[src/rtl/hit_logic.sv]
// -----------------------------------------------------------------------------
// hit_logic -- scoring front end for the Whac-A-Mole game.
//
// Compares player switch toggles (either direction) against the live mole
// pattern. Tracks which moles of the current round are already whacked, drives
// the hole LEDs, and emits one-cycle hit/miss pulses to the scoring FSM.
//
// Ports:
//   clk                 system clock
//   reset               asynchronous, active-high reset
//   mole_positions      [NUM_HOLES] bit i = mole up in hole i (synchronous)
//   switches            [NUM_HOLES] player toggle switches
//   game_in_progress    1 = scoring enabled
//   LEDs                [NUM_HOLES] live (not yet hit) moles, registered
//   miss                pulse: a toggle hit no live mole
//   non_full_clear_hit  pulse: a live mole hit, other live moles remain
//   full_clear_hit      pulse: the last live mole(s) of the round hit
//
// Build option:
//   HIT_LOGIC_SYNC_EN   when defined, a 2-flop synchronizer per switch bit
//                       precedes edge detection (switch-to-pulse latency 3
//                       clocks instead of 1).
// -----------------------------------------------------------------------------
module hit_logic #(
   parameter int NUM_HOLES = 18
) (
   input  logic                 clk,
   input  logic                 reset,
   input  logic [NUM_HOLES-1:0] mole_positions,
   input  logic [NUM_HOLES-1:0] switches,
   input  logic                 game_in_progress,
   output logic [NUM_HOLES-1:0] LEDs,
   output logic                 miss,
   output logic                 non_full_clear_hit,
   output logic                 full_clear_hit
);

   logic [NUM_HOLES-1:0] sw_s;
   logic [NUM_HOLES-1:0] sw_prev;
   logic [NUM_HOLES-1:0] mole_prev;
   logic [NUM_HOLES-1:0] hit_mask;
   logic                 primed;

`ifdef HIT_LOGIC_SYNC_EN
   logic [NUM_HOLES-1:0] sync_meta;
   logic [NUM_HOLES-1:0] sync_out;

   always_ff @(posedge clk or posedge reset) begin
      if (reset) begin
         sync_meta <= '0;
         sync_out  <= '0;
      end else begin
         sync_meta <= switches;
         sync_out  <= sync_meta;
      end
   end

   assign sw_s = sync_out;
`else
   assign sw_s = switches;
`endif

   logic                 new_round;
   logic [NUM_HOLES-1:0] hit_mask_eff;
   logic [NUM_HOLES-1:0] live;
   logic [NUM_HOLES-1:0] toggled;
   logic                 scoring;
   logic [NUM_HOLES-1:0] valid;
   logic [NUM_HOLES-1:0] wrong;
   logic                 clear_all;

   always_comb begin
      // A pattern change starts a fresh round: forget earlier hits in the
      // same evaluation so a toggle on this cycle scores against the new moles.
      new_round    = (mole_positions != mole_prev);
      hit_mask_eff = new_round ? '0 : hit_mask;
      live         = mole_positions & ~hit_mask_eff;
      toggled      = sw_s ^ sw_prev;
      // The first cycle after reset only primes sw_prev.
      scoring      = game_in_progress & primed;
      valid        = scoring ? (toggled & live)  : '0;
      wrong        = scoring ? (toggled & ~live) : '0;
      // An empty pattern can never be "cleared"; it only produces misses.
      clear_all    = ((live & ~valid) == '0) && (mole_positions != '0);
   end

   always_ff @(posedge clk or posedge reset) begin
      if (reset) begin
         primed             <= 1'b0;
         sw_prev            <= '0;
         mole_prev          <= '0;
         hit_mask           <= '0;
         LEDs               <= '0;
         miss               <= 1'b0;
         non_full_clear_hit <= 1'b0;
         full_clear_hit     <= 1'b0;
      end else begin
         primed    <= 1'b1;
         // Tracks even while idle so toggles made between games never count.
         sw_prev   <= sw_s;
         mole_prev <= mole_positions;
         if (game_in_progress) begin
            hit_mask           <= hit_mask_eff | valid;
            LEDs               <= mole_positions & ~(hit_mask_eff | valid);
            miss               <= |wrong;
            full_clear_hit     <= (|valid) & clear_all;
            non_full_clear_hit <= (|valid) & ~clear_all;
         end else begin
            hit_mask           <= '0;
            LEDs               <= '0;
            miss               <= 1'b0;
            full_clear_hit     <= 1'b0;
            non_full_clear_hit <= 1'b0;
         end
      end
   end

endmodule

[config.mk]
export PLATFORM = sky130hd
export DESIGN_NAME = hit_logic
export DESIGN_NICKNAME = d
export VERILOG_FILES = /design/src/rtl/hit_logic.sv
export SDC_FILE = /design/constraint.sdc
export NUM_CORES = 1
export LEC_CHECK = 0
export ABC_AREA = 0
export CORE_ASPECT_RATIO = 1.25
export CORE_MARGIN = 2
export CORE_UTILIZATION = 44
export DETAILED_ROUTE_END_ITERATION = 10
export PLACE_DENSITY = 0.74
export SLEW_MARGIN = 20
export SYNTH_ARGS = -nofsm -noshare
export SYNTH_HDL_FRONTEND = slang
export SYNTH_SLANG_ARGS = --single-unit
[constraint.sdc]
create_clock -name clk -period 5.6 [get_ports clk]
set_input_delay 0.56 -clock clk [delete_from_list [all_inputs] [get_ports clk]]
set_output_delay 0.56 -clock clk [all_outputs]
set_load 0.01 [all_outputs]
Yosys cells after proc, flatten, opt, wreduce, memory -nomap -nowiden
Index checks and enable logic that the tools add are counted.

word-level totals
  bits in registers = 76
  output and inout port bits = 21
  logic and storage cells = 37

cells by class
  eq/ne operators = 1
  mux-type cells = 8
  bitwise operators = 15
  reductions and logical operators = 5

operator list
  operator                count
  18-bit bitwise AND      5
  18-bit 2-to-1 mux       5
  18-bit inverter         4
  18-bit OR reduction     2
  18-bit zero test        1
  18-bit inequality test  1
  18-bit bitwise OR       1
  18-bit nonzero test     1
  18-bit XOR              1
  1-bit bitwise AND       3
  1-bit 2-to-1 mux        3
  1-bit logical AND       1
  1-bit inverter          1

Longest topological paths before layout
  depth after elaboration = 13
  mapped depth = 9
  depth with buffers taken out = 7

Least setup slack after synthesis
OpenSTA, ideal clock, no wires.

  kind = input -> register
  start = input game_in_progress
  end = register full_clear_hit
  setup time = 0.119 ns
  data arrival time = 2.172 ns
  required time = 5.481 ns
  setup slack = 3.309 ns
  cell stages on the path = 9
  path buffers = 2
  cell sequence = and2_1 -> buf_2 -> buf_6 -> and3_1 -> a2111oi_2 -> nand3_1 -> a2111oi_1 -> nand3_1 -> and2_1

between the ends
  longest elaborated chain between the ends = 8

RTL lines
  what                    RTL line  text
  start: declaration      31        input logic game_in_progress,
  1-bit bitwise AND       80        scoring = game_in_progress & primed;
  18-bit 2-to-1 mux       81        valid = scoring ? (toggled & live) : '0;
  18-bit inverter         84        clear_all = ((live & ~valid) == '0) && (mole_positions != '0);
  18-bit bitwise AND      84
  18-bit zero test        84
  1-bit logical AND       84
  1-bit bitwise AND       106       full_clear_hit <= (|valid) & clear_all;
  1-bit 2-to-1 mux (*)    102       if (game_in_progress) begin
  end signal: assignment  106
  end: declaration        35        output logic full_clear_hit

Every way passes the cells marked *; elsewhere a longest branch is shown, timed or not.

Worst setup path after layout
  start = input mole_positions[2]
  end = register full_clear_hit

between the ends
  longest elaborated chain between the ends = 12

RTL lines
  what                    RTL line  text
  start: declaration      29        input logic [NUM_HOLES-1:0] mole_positions,
  18-bit inequality test  75        new_round = (mole_positions != mole_prev);
  18-bit 2-to-1 mux       76        hit_mask_eff = new_round ? '0 : hit_mask;
  18-bit inverter         77        live = mole_positions & ~hit_mask_eff;
  18-bit bitwise AND      77
  18-bit bitwise AND      81
  18-bit 2-to-1 mux       81
  18-bit inverter         84
  18-bit bitwise AND      84
  18-bit zero test        84
  1-bit logical AND       84
  1-bit bitwise AND (*)   106
  1-bit 2-to-1 mux (*)    102

Marks and branches as above.

==> impl_metrics.csv <==
group,metric,value,unit
critical_path,worst_path_max_delay_cell,"and2_1",
detailed_routing,totalWireLength,9710,µm
clock_tree,htreeDepth,3,
synth,synth.distinct_cells,49,
final_layout,layout.nets,431,
final_layout,num-fill-cells,695,
detailed_routing,post_drt_wl_per_cell,19.7,µm
job,drv_cap,0,
clock_tree,cts_resized,0,
timing,fin_setup_tns,0,ns
critical_path,max_stage_delay,0.94,ns
timing,fmax,279,MHz
synth,synth_area_leaders,"dfrtp_1, xnor2_1, nand2_1, xor2_1, a21oi_1",
critical_path,crit_fanout,29,
synth,synthXorXnorAreaFrac,10.8,%
synth,ys_ff_latch,76,
critical_path,crit_chain,"clkdlybuf4s50_1 > xnor2_1 > nand4_1 > nor3_2 > and2_1 > o2111ai_1 > nor3_2 > and2_1",
clock_tree,cts_hold_buf,0,
grt,grt_pass1_wl,15800,µm
critical_path,cp_num_cells,8,
clock_tree,cts_setup_buffers,0,
clock_tree,tritoncts,"done",
floorplan,pin_count,60,
clock_tree,clockRootBuffer,"clkbuf_8",
critical_path,crit_start,"mole_positions[2]",
synth,synthMuxAreaShare,0,%
synth,synth_edf_count,0,
grt,grt_pass1_vias,2962,
final_layout,final_cell_mix,"dfrtp_1, clkdlybuf4s50_1, xnor2_1",
pwr,ir_drop,0.166,mV
critical_path,cp-endpoint,"full_clear_hit$_DFF_PP0_",
floorplan,die_w,84.4,µm
synth,yosys.area.top_type,"dfrtp_1",
pwr,p_per_area,290,nW/µm²
detailed_routing,via_per_inst,6.03,
timing,fin_crit,3.58,ns
critical_path,rr_worst_depth,7,
detailed_routing,drtAntennaViolNets,0,
timing,clock_skew,0.0116,ns
timing,setup_violations,0,
synth,synth_simple_gate_area_share,15.2,%
grt,grt_remaining_overflow,0,
run_status,status,"completed",
critical_path,cp_data_arrival_time,3.89,ns
timing,finalHoldViolCount,0,
critical_path,start_kind,"input pin",
final_layout,drive_above_1_share,7.56,%
synth,syn_avg_cell_area,10.6,µm²
synth,syn-num-nets,375,
synth,synth_compound_area_share,16.9,%
grt,grt_usage,23.4,%
critical_path,worst_setup_path_end_kind,"flip-flop",
synth,synthAdderAreaFrac,0,%
clock_tree,cts.sinks,76,
floorplan,num_rows,36,
final_layout,stdcell_area,4430,µm²
critical_path,path_buf_inv,1,
synth,yosysSeqAreaShare,53.5,%
critical_path,r2r-end,"full_clear_hit$_DFF_PP0_",
detailed_routing,first_pass_iters,5,
synth,yosys_warnings,0,
floorplan,start_util,45.4,%
floorplan,fp.coreArea,7840,µm²
timing,min_period_over_period,64.0,%
critical_path,crit_family,"simple AND/OR/NAND/NOR gates",
clock_tree,numCtsBuffers,9,
timing,rsz0062_at_grt,"false",
grt,grt_start_max_net_pins,77,
place,placed_area,4180,µm²
critical_path,worst-setup-path-type,"in -> reg",
synth,syn-cell-area,3550,µm²
critical_path,rrSetupSlack,2.51,ns
timing,final_max_slew_viol_count,0,
place,port_buffers,59,
final_layout,regArea,1900,µm²
place,place_congestion,0.988,
synth,synth_ff_type,"dfrtp_1",
place,dp_hpwl,6880,µm
final_layout,areaGrowthSynthToFinish,24.6,%
synth,syn_inst,336,
timing,relSlewSlack,30.1,%
synth,synth_top_family_by_area,"compound AO/OA/AOI/OAI gates",
clock_tree,clk_latency,0.36,ns
floorplan,die_area,8820,µm²
critical_path,r2r_start,"mole_prev[2]$_DFF_PP0_",
timing,tightest_slew,1.05,ns
detailed_routing,route.detailed.drc,0,
final_layout,fin_cells,492,
final_layout,mostFrequentLayoutCell,"dfrtp_1",
pwr,leakage,1.76,nW
worst_hold_path,hold_path.class,"reg -> reg",
detailed_routing,routed-via-count,2965,
place,dp.cells,476,
detailed_routing,first_iter_violations,238,
critical_path,required,5.90,ns
grt,grt_antenna_before_repair,0,
synth,synth_top_area_share,53.5,%
final_layout,multiInputGateArea,1530,µm²
clock_tree,clk_path_buf_depth,2,
final_layout,num_antenna_cells,0,
floorplan,dieHeight,104,µm
clock_tree,cts.reportedPaths.clkPinSlew,0.08,ns
synth,asyncSetResetFlopFracSynth,100,%
[through the flow]
step	power, mW	utilization (%)	hold slack (ns)	setup WS [ns]
6_report	1.28	56.5	0.542	2.02
5_1_grt	1.34	56.5	0.573	1.78
2_1_floorplan	0.696	-	0.473	3.10
3_5_place_dp	0.785	53.4	0.512	1.72
3_3_place_gp	0.782	53.4	0.507	1.91
4_1_cts	1.29	56.5	0.531	2.11
[power breakdown]
| group | internal [mW] | total, mW | switching (mW) |
|---|---|---|---|
| Sequential | 0.574 | 0.587 | 0.0132 |
| Clock | 0.308 | 0.509 | 0.201 |
| Combinational | 0.0842 | 0.188 | 0.104 |
[synthesized netlist by cell type, types with 3 or more instances]
cell type / n
a211oi_1: 10
a21oi_1: 16
a311oi_1: 3
a31o_2: 5
a31oi_1: 9
and2_1: 8
and3_1: 5
buf_2: 9
dfrtp_1: 76
inv_1: 8
nand2_1: 29
nand3_1: 14
nand4_1: 7
nor2_1: 14
nor2b_1: 3
nor3_1: 4
nor4_1: 7
o21ai_0: 16
o22ai_1: 12
xnor2_1: 33
xor2_1: 11
[final cells by class]
type / instances / share of cell area (%)
Sequential cell: 76 / 42.9
Inverter: 9 / 0.762
Multi-Input combinational cell: 236 / 34.5
Tap cell: 95 / 2.68
Timing Repair Buffer: 60 / 13.5
Clock inverter: 6 / 2.51
Clock buffer: 10 / 3.11
[how the worst min path moves through the flow]
| stage | slack, ns | start | depth (start not counted) | to |
|---|---|---|---|---|
| after global placement | 0.51 | hit_mask[15]$_DFF_PP0_ | 1 | LEDs[15]$_DFF_PP0_ |
| after floorplan | 0.47 | hit_mask[0]$_DFF_PP0_ | 1 | LEDs[0]$_DFF_PP0_ |
| after global routing | 0.57 | hit_mask[15]$_DFF_PP0_ | 1 | LEDs[15]$_DFF_PP0_ |
| after CTS | 0.53 | hit_mask[15]$_DFF_PP0_ | 1 | LEDs[15]$_DFF_PP0_ |
| final | 0.54 | hit_mask[15]$_DFF_PP0_ | 1 | LEDs[15]$_DFF_PP0_ |
| after detailed placement | 0.51 | hit_mask[15]$_DFF_PP0_ | 1 | LEDs[15]$_DFF_PP0_ |
[metal layers]
metal	up-vias	track usage (%)	wire, µm	share of wire, %
met1	1465	30.3	4090	42
met2	136	37.8	4670	48
met3	30	4.37	602	6.2
met4	0	11.0	354	3.6
met5	-	0	0	0
li1	1334	-	-	-
[worst register-to-register path, cell delays in order (launching register included)]
cell	delay, ns
dfrtp_1	0.37
xnor2_1	0.15
nand4_1	0.14
nor3_2	0.76
and2_1	0.94
o2111ai_1	0.29
nor3_2	0.24
and2_1	0.14
[state kept, by name, indices dropped and copies added (netlist names)]
name and flops:
LEDs 18, sw_prev 18, full_clear_hit 1, mole_prev 18, primed 1, non_full_clear_hit 1, hit_mask 18, miss 1
[cells by family after synthesis]
group                  count (synthesis)
flip-flops                            76
XOR/XNOR                              44
AND/OR/NAND/NOR                      102
AO/OA/AOI/OAI                         89
buffers and inverters                 24
other                                  1
(Power assumes the default switching activity.)
